File: src/rtl/digital_tube_avalon_master.sv
// rtl/digital_tube_avalon_master.sv - Avalon-MM initiator that programs the six-digit display controller
// Optional readback verification of the value register: define DT_MASTER_READBACK_EN.
module digital_tube_avalon_master #(
    parameter int unsigned TIMEOUT_CYCLES = 255
) (
    input  logic        clk,
    input  logic        rst_n,
    input  logic        req_valid,
    output logic        req_ready,
    input  logic [19:0] req_num,
    input  logic        req_enable,
    output logic        busy,
    output logic        done,
    output logic        error,
    output logic        avm_address,
    output logic        avm_write,
    output logic        avm_read,
    output logic [31:0] avm_writedata,
    input  logic [31:0] avm_readdata,
    input  logic        avm_waitrequest
);
    localparam logic [19:0] MAX_NUM = 20'd999999;
    localparam logic [15:0] TMO     = 16'(TIMEOUT_CYCLES);

    typedef enum logic [2:0] {
        IDLE,
        WR_NUM,
        WR_EN,
`ifdef DT_MASTER_READBACK_EN
        RD_NUM,
`endif
        DONE,
        ERR
    } state_t;

    state_t      state_q;
    logic [19:0] num_q;
    logic        en_q;
    logic [15:0] wait_cnt_q;
    logic        req_ready_q;
    logic        busy_q;
    logic        done_q;
    logic        error_q;
    logic        addr_q;
    logic        write_q;
    logic [31:0] wdata_q;
    logic [19:0] num_sat_d;
    logic        timeout_d;
    logic        bus_active_d;

    assign num_sat_d = (req_num > MAX_NUM) ? MAX_NUM : req_num;
    assign timeout_d = (wait_cnt_q == TMO);

`ifdef DT_MASTER_READBACK_EN
    logic read_q;
    assign bus_active_d = write_q | read_q;
    assign avm_read     = read_q;
`else
    logic unused_readdata;
    assign bus_active_d    = write_q;
    assign avm_read        = 1'b0;
    assign unused_readdata = ^avm_readdata;
`endif

    // Strobes are only ever high in a bus state, so they double as the stall qualifier.
    always_ff @(posedge clk or negedge rst_n) begin
        if (!rst_n) begin
            state_q     <= IDLE;
            num_q       <= '0;
            en_q        <= 1'b0;
            wait_cnt_q  <= '0;
            req_ready_q <= 1'b1;
            busy_q      <= 1'b0;
            done_q      <= 1'b0;
            error_q     <= 1'b0;
            addr_q      <= 1'b0;
            write_q     <= 1'b0;
            wdata_q     <= '0;
`ifdef DT_MASTER_READBACK_EN
            read_q      <= 1'b0;
`endif
        end else if (bus_active_d && avm_waitrequest) begin
            if (timeout_d) begin
                state_q <= ERR;
                write_q <= 1'b0;
`ifdef DT_MASTER_READBACK_EN
                read_q  <= 1'b0;
`endif
                done_q  <= 1'b1;
                error_q <= 1'b1;
            end else begin
                wait_cnt_q <= wait_cnt_q + 16'd1;
            end
        end else begin
            wait_cnt_q <= '0;
            case (state_q)
                IDLE: begin
                    if (req_valid) begin
                        state_q     <= WR_NUM;
                        num_q       <= num_sat_d;
                        en_q        <= req_enable;
                        req_ready_q <= 1'b0;
                        busy_q      <= 1'b1;
                        addr_q      <= 1'b0;
                        write_q     <= 1'b1;
                        wdata_q     <= {12'd0, num_sat_d};
                    end
                end
                WR_NUM: begin
                    state_q <= WR_EN;
                    addr_q  <= 1'b1;
                    wdata_q <= {31'd0, en_q};
                end
                WR_EN: begin
                    write_q <= 1'b0;
                    addr_q  <= 1'b0;
                    wdata_q <= '0;
`ifdef DT_MASTER_READBACK_EN
                    state_q <= RD_NUM;
                    read_q  <= 1'b1;
`else
                    state_q <= DONE;
                    done_q  <= 1'b1;
                    error_q <= 1'b0;
`endif
                end
`ifdef DT_MASTER_READBACK_EN
                RD_NUM: begin
                    state_q <= DONE;
                    read_q  <= 1'b0;
                    done_q  <= 1'b1;
                    error_q <= (avm_readdata != {12'd0, num_q});
                end
`endif
                DONE, ERR: begin
                    state_q     <= IDLE;
                    done_q      <= 1'b0;
                    error_q     <= 1'b0;
                    busy_q      <= 1'b0;
                    req_ready_q <= 1'b1;
                end
                default: state_q <= IDLE;
            endcase
        end
    end

    assign req_ready     = req_ready_q;
    assign busy          = busy_q;
    assign done          = done_q;
    assign error         = error_q;
    assign avm_address   = addr_q;
    assign avm_write     = write_q;
    assign avm_writedata = wdata_q;
endmodule

File: config.mk
export PLATFORM = sky130hd
export DESIGN_NAME = digital_tube_avalon_master
export DESIGN_NICKNAME = d
export VERILOG_FILES = /design/src/rtl/digital_tube_avalon_master.sv
export SDC_FILE = /design/constraint.sdc
export NUM_CORES = 1
export LEC_CHECK = 0
export ABC_CLOCK_PERIOD_IN_PS = 2250
export CAP_MARGIN = 10
export CORE_MARGIN = 2
export CORE_UTILIZATION = 43
export CTS_CLUSTER_DIAMETER = 40
export CTS_CLUSTER_SIZE = 16
export DETAILED_ROUTE_END_ITERATION = 10
export PLACE_DENSITY_LB_ADDON = 0.12
export SYNTH_ARGS = -nofsm -noshare
export SYNTH_HDL_FRONTEND = slang
export SYNTH_SLANG_ARGS = --single-unit
File: constraint.sdc
create_clock -name clk -period 2.25 [get_ports clk]
set_clock_uncertainty 0.1 [all_clocks]
set_input_delay 0.225 -clock clk [delete_from_list [all_inputs] [get_ports clk]]
set_output_delay 0.225 -clock clk [all_outputs]
set_load 0.02 [all_outputs]
# Word level (Yosys, flattened, before mapping)
# Cells that the tools add are included.
[classes]
n_addsub = 1
n_lt_le_gt_ge = 1
n_eq_ne = 9
muxes = 22
bitwise = 1
reduce_logical = 16
[op_table]
columns = ["op", "n"]
rows = [
  ["$pmux W32 S3", 1],
  ["$mux W16", 2],
  ["$mux W32", 1],
  ["$gt A20 B20 Y1 const B", 1],
  ["$mux W20", 1],
  ["$add A16 B1 Y16 const B", 1],
  ["$eq A16 B8 Y1 const B", 1],
  ["$reduce_and A3 Y1", 4],
  ["$mux W3", 3],
  ["$pmux W3 S3", 1],
  ["$reduce_bool A3 Y1", 3],
  ["$mux W1", 8],
  ["$pmux W1 S2", 4],
  ["$eq A3 B2 Y1 const B", 2],
  ["$ne A2 B2 Y1 const B", 3],
  ["$reduce_and A2 Y1", 3],
  ["$reduce_bool A2 Y1", 2],
  ["$eq A3 B1 Y1 const B", 1],
  ["$eq A3 B3 Y1 const B", 1],
  ["$logic_not A3 Y1", 1],
  ["$ne A3 B3 Y1 const B", 1],
  ["$pmux W1 S3", 1],
  ["$reduce_or A3 Y1", 1],
  ["$reduce_or A2 Y1", 1],
  ["other kinds (2)", 2],
]
[word_totals]
regBits = 58
inputBits = 57
out_inout_bits = 39
wordCells = 60

# Depth between registers and ports, before layout
[depth]
depth_word = 4
ltp_mapped = 7
depth_no_buf = 5

# Least setup slack after synthesis
# OpenSTA, ideal clock, no wires.
[synth_path]
path_kind = "register -> register"
startpoint = "register wait_cnt_q[0]"
endpoint = "register write_q, in the netlist avm_write"
setup_ps = 125
t_arrival_ps = 1446
required_time_ps = 2025
path_slack_ps = 578
stages_incl_launch_ff = 7
path_buffers = 1
synth_period_minus_slack_ps = 1672
cell_sequence = "dfrtp_1 > ha_1 > and3_1 > buf_2 > nand4_4 > nor2_1 > a2111oi_0"
[synth_between]
elab_chain_cells = 3
[synth_lines]
columns = ["element", "line_no", "text"]
rows = [
  ["from (decl)", "39", "logic [15:0] wait_cnt_q;"],
  ["from (signal assigned)", "92", "wait_cnt_q <= wait_cnt_q + 16'd1;"],
  ["$eq A16 B8 Y1", "52", "assign timeout_d = (wait_cnt_q == TMO);"],
  ["$ne A2 B2 Y1 (no line)", "-", ""],
  ["$reduce_and A3 Y1 (no line)", "-", ""],
  ["to (signal assigned)", "77", "write_q <= 1'b0;"],
  ["to (signal assigned)", "85", "write_q <= 1'b0;"],
  ["to (signal assigned)", "105", "write_q <= 1'b1;"],
  ["to (decl)", "45", "logic write_q;"],
]
# Every way passes these cells.
# A chain may end at the register's enable or synchronous reset.

# Final worst setup path
# Same ends and word-level chain as after synthesis.

==> results by group <==
CTS
  • H-tree Lvls: 2
  • Postcts setup bufs: 0
  • Clock Sinks: between 40 and 50
  • Clk buf depth: 2
  • Clock latency on the worst-skew pair: ~0.3 ns
  • CTS tree: yes
  • Register clock-pin slew on the reported worst setup and hold paths: ~0.09 ns
  • Post-CTS sizing: 0
  • CTS root buffer: clkbuf_8
  • Num CTS Buffers: 5

Power
  • Cell area power density: ~1000 nW/um^2
  • Peak VDD IR: about 0.40 mV
  • Total design power: between 3 and 4 mW
  • Leakage: between 1 and 1.5 nW

Logic synthesis
  • Simple-gate share of the synthesized area: roughly a fifth
  • Adder-Cell Fraction of Synth Area: less than 1%
  • Ys Warns: 0
  • Synth Area in XOR/XNOR: about 2.3%
  • Compound-cell area share of the yosys netlist: 20.2%
  • Post-synth EDFFs: 0
  • Synth async-reset ratio: between 90% and 100%
  • Post-synthesis register bit count: 46
  • Synth top area share: 48.5%
  • Cell taking the most area after synthesis: dfrtp_1
  • Synth top cells by count: 45 x dfrtp_1, 16 x nand2_1, 15 x buf_4
  • Synth cell types: 47
  • Largest family of logic cells by synthesized area: compound AO/OA/AOI/OAI gates
  • Post-synthesis mux area share: less than 1%
  • Mapped Area: roughly 2300 um^2
  • Cell count after synthesis: 218
  • Top FF cell, synth: dfrtp_1
  • Top-count cell post-synth: dfrtp_1
  • Synth Area per Inst: between 10 and 15 um^2
  • Sequential share of the synthesized area: roughly half
  • Top area cells in the synthesized netlist: dfrtp_1 48%, a22o_1 4.9%, buf_4 4.8%

Die
  • Initial core utilization: 44.9%
  • Core Area: a little over 5000 um^2
  • Boundary Pins: 96
  • Die H: between 70 and 80 um
  • Site Rows: 26
  • Die Span X: approximately 77 um
  • Die ar.: around 6000 um^2

Timing
  • Setup WS post-layout: between 0.3 and 0.4 ns
  • Setup TNS Final: 0 ns
  • Slew @ Worst Pin: 0.572 ns
  • RSZ-0062 raised after global routing: false
  • Crit path time final: between 1.5 and 2 ns
  • Final setup fails: 0
  • Max frequency: between 500 and 600 MHz
  • Final Slew Violations: 0
  • Period utilization: a little under nine tenths
  • Rel. slew slack: around three fifths
  • Final Hold Viols: 0

Layout
  • Footprint of the multi-input gates: between 1000 and 1500 um^2
  • Cell Count, Final, Fillers Out: around 350
  • Area grow syn2layout: 27.8%
  • Antenna Cells: 0
  • Final-layout fill cell count: 471
  • Number of nets in the layout: 332
  • Share of layout cells above drive strength 1: roughly 11%
  • Fin util: a little under three fifths
  • Reg area: about 1200 um^2

Routing
  • 1st-pass router iterations: 4
  • Detailed-route vias per instance: ~5.4
  • Final ANT Viol Nets: 0
  • Starting DRT DRC Count: about 110
  • Drt drc: 0
  • DR vias: 1862
  • Drt total wl: 5060 um
  • Routed len/inst: around 15 um

Outcome
  • Status: complete, no violations

Global route
  • Initial antenna violation count: 0
  • First-pass GRT wire length: around 9000 um
  • Vias in the first global route: roughly 1900
  • GRT Util Overall: between 10% and 20%
  • Pin count of the biggest net entering global routing: 25
  • Grt ovf: 0

Setup path
  • Startpoint class of the critical path: flip-flop
  • Crit path max-delay family: simple AND/OR/NAND/NOR gates
  • FF-to-FF Start: wait_cnt_q[0]
  • CP Max Fanout: 10
  • Setup crit end kind: flip-flop
  • Crit path arrival time: just under 2 ns
  • Crit path depth: 5
  • Worst Setup SP: wait_cnt_q[0]
  • R2R setup slack: approximately 0.32 ns
  • FF-to-FF End: avm_write
  • Worst Reg-to-Reg Cells: 5
  • Required time of the worst setup path: between 2 and 2.5 ns
  • CP cell instances: ha_1, and3_1, nand4_4, nor2_1, a2111oi_0
  • Crit-path max cell delay: 0.44 ns
  • Number of buffers and inverters on the critical path: 0
  • Slowest stage cell, crit path: a2111oi_0
  • CP Class: flip-flop to flip-flop
  • Critical path capture point: avm_write

Placement
  • HPWL Detailed: around 3600 um
  • DP Cell Count: 336
  • IO Port Bufs: 50
  • Setup WS pre-CTS: between 0.2 and 0.3 ns
  • Gpl congestion: a little over 0.8

Worst hold path
  • Hold Path Class: input pin to async pin

Job
  • Max-cap violations: 0
state kept, by name, summed over array words and instances, names as in the netlist:
signal         cells
req_ready          1
wait_cnt_q        16
state_q            3
done               1
error              1
busy               1
avm_address        1
avm_writedata     20
avm_write          1
en_q               1
placed cells by master (no fill, tap or decap), types with 2 or more instances in the layout:
cell	Yosys	routed
o21ai_1	2	2
a211oi_1	2	2
a31oi_1	5	5
a221o_1	8	8
and3_4	2	2
nor4_4	2	2
dfrtp_1	45	45
a211o_1	2	2
a22o_1	13	13
clkbuf_8	0	5
and3_1	3	3
nand2_1	16	16
and4_1	3	3
nor3_1	4	4
a21oi_2	2	2
nand3_1	10	10
o22a_1	2	2
inv_1	3	3
conb_1	1	13
nor2_1	13	13
nor4_1	3	3
nand4_1	6	6
or3_1	3	3
clkdlybuf4s50_1	0	49
xnor2_1	5	5
o21ai_0	10	10
buf_4	15	9
a21oi_1	11	11
cell type report:
| type | count | area share, % |
|---|---|---|
| sequential | 46 | 38.8 |
| multi-input combinational | 157 | 34.9 |
| timing repair buffer | 61 | 20.0 |
| tap | 70 | 2.95 |
| clock buffer | 6 | 2.45 |
| clock inverter | 2 | 0.464 |
| inverter | 3 | 0.379 |
report_power, final:
group          internal, mW  leakage [nW]  switching, mW
Sequential             1.04         0.615          0.147
Combinational         0.644         0.601          0.683
Clock                 0.219        0.0452          0.273
worst min-delay path by stage:
stage / from / endpoint / slack, ns / cells after the start
global placement: rst_n / avm_writedata[18] / 0.16 / 1
global route: rst_n / avm_writedata[3] / 0.40 / 2
detailed placement: rst_n / avm_writedata[18] / 0.15 / 1
finish: rst_n / avm_writedata[16] / 0.35 / 2
floorplan: rst_n / avm_address / -0.17 / 0
CTS: rst_n / avm_writedata[3] / 0.36 / 2
logic make-up after synthesis:
family | count (synthesis)
adders and majority gates | 1
buffers and inverters | 27
other | 1
and+or+nand+nor | 73
muxes | 1
xor gates and xnor gates | 6
DFF | 46
AOI/OAI and AO/OA | 63
per-layer routing:
metal,global-route usage (%),up-vias,wire [um]
met4,5.36,0,55
met3,4.19,5,184
met1,26.8,909,2500
met5,0,-,0
met2,29.6,39,2320
li1,-,909,-
metrics by stage:
step | hold WS [ns] | area, um^2
floorplan | -0.171 | 2370
global placement | 0.158 | 2870
detailed placement | 0.153 | 2870
CTS | 0.363 | 2970
global route | 0.399 | 2970
finish | 0.352 | 2970
what timing repair did:
item,CTS,global route
hold endpoints to repair,22,0
hold buffers,1,0
setup endpoints to repair,0,0
(Power assumes the default switching activity.)
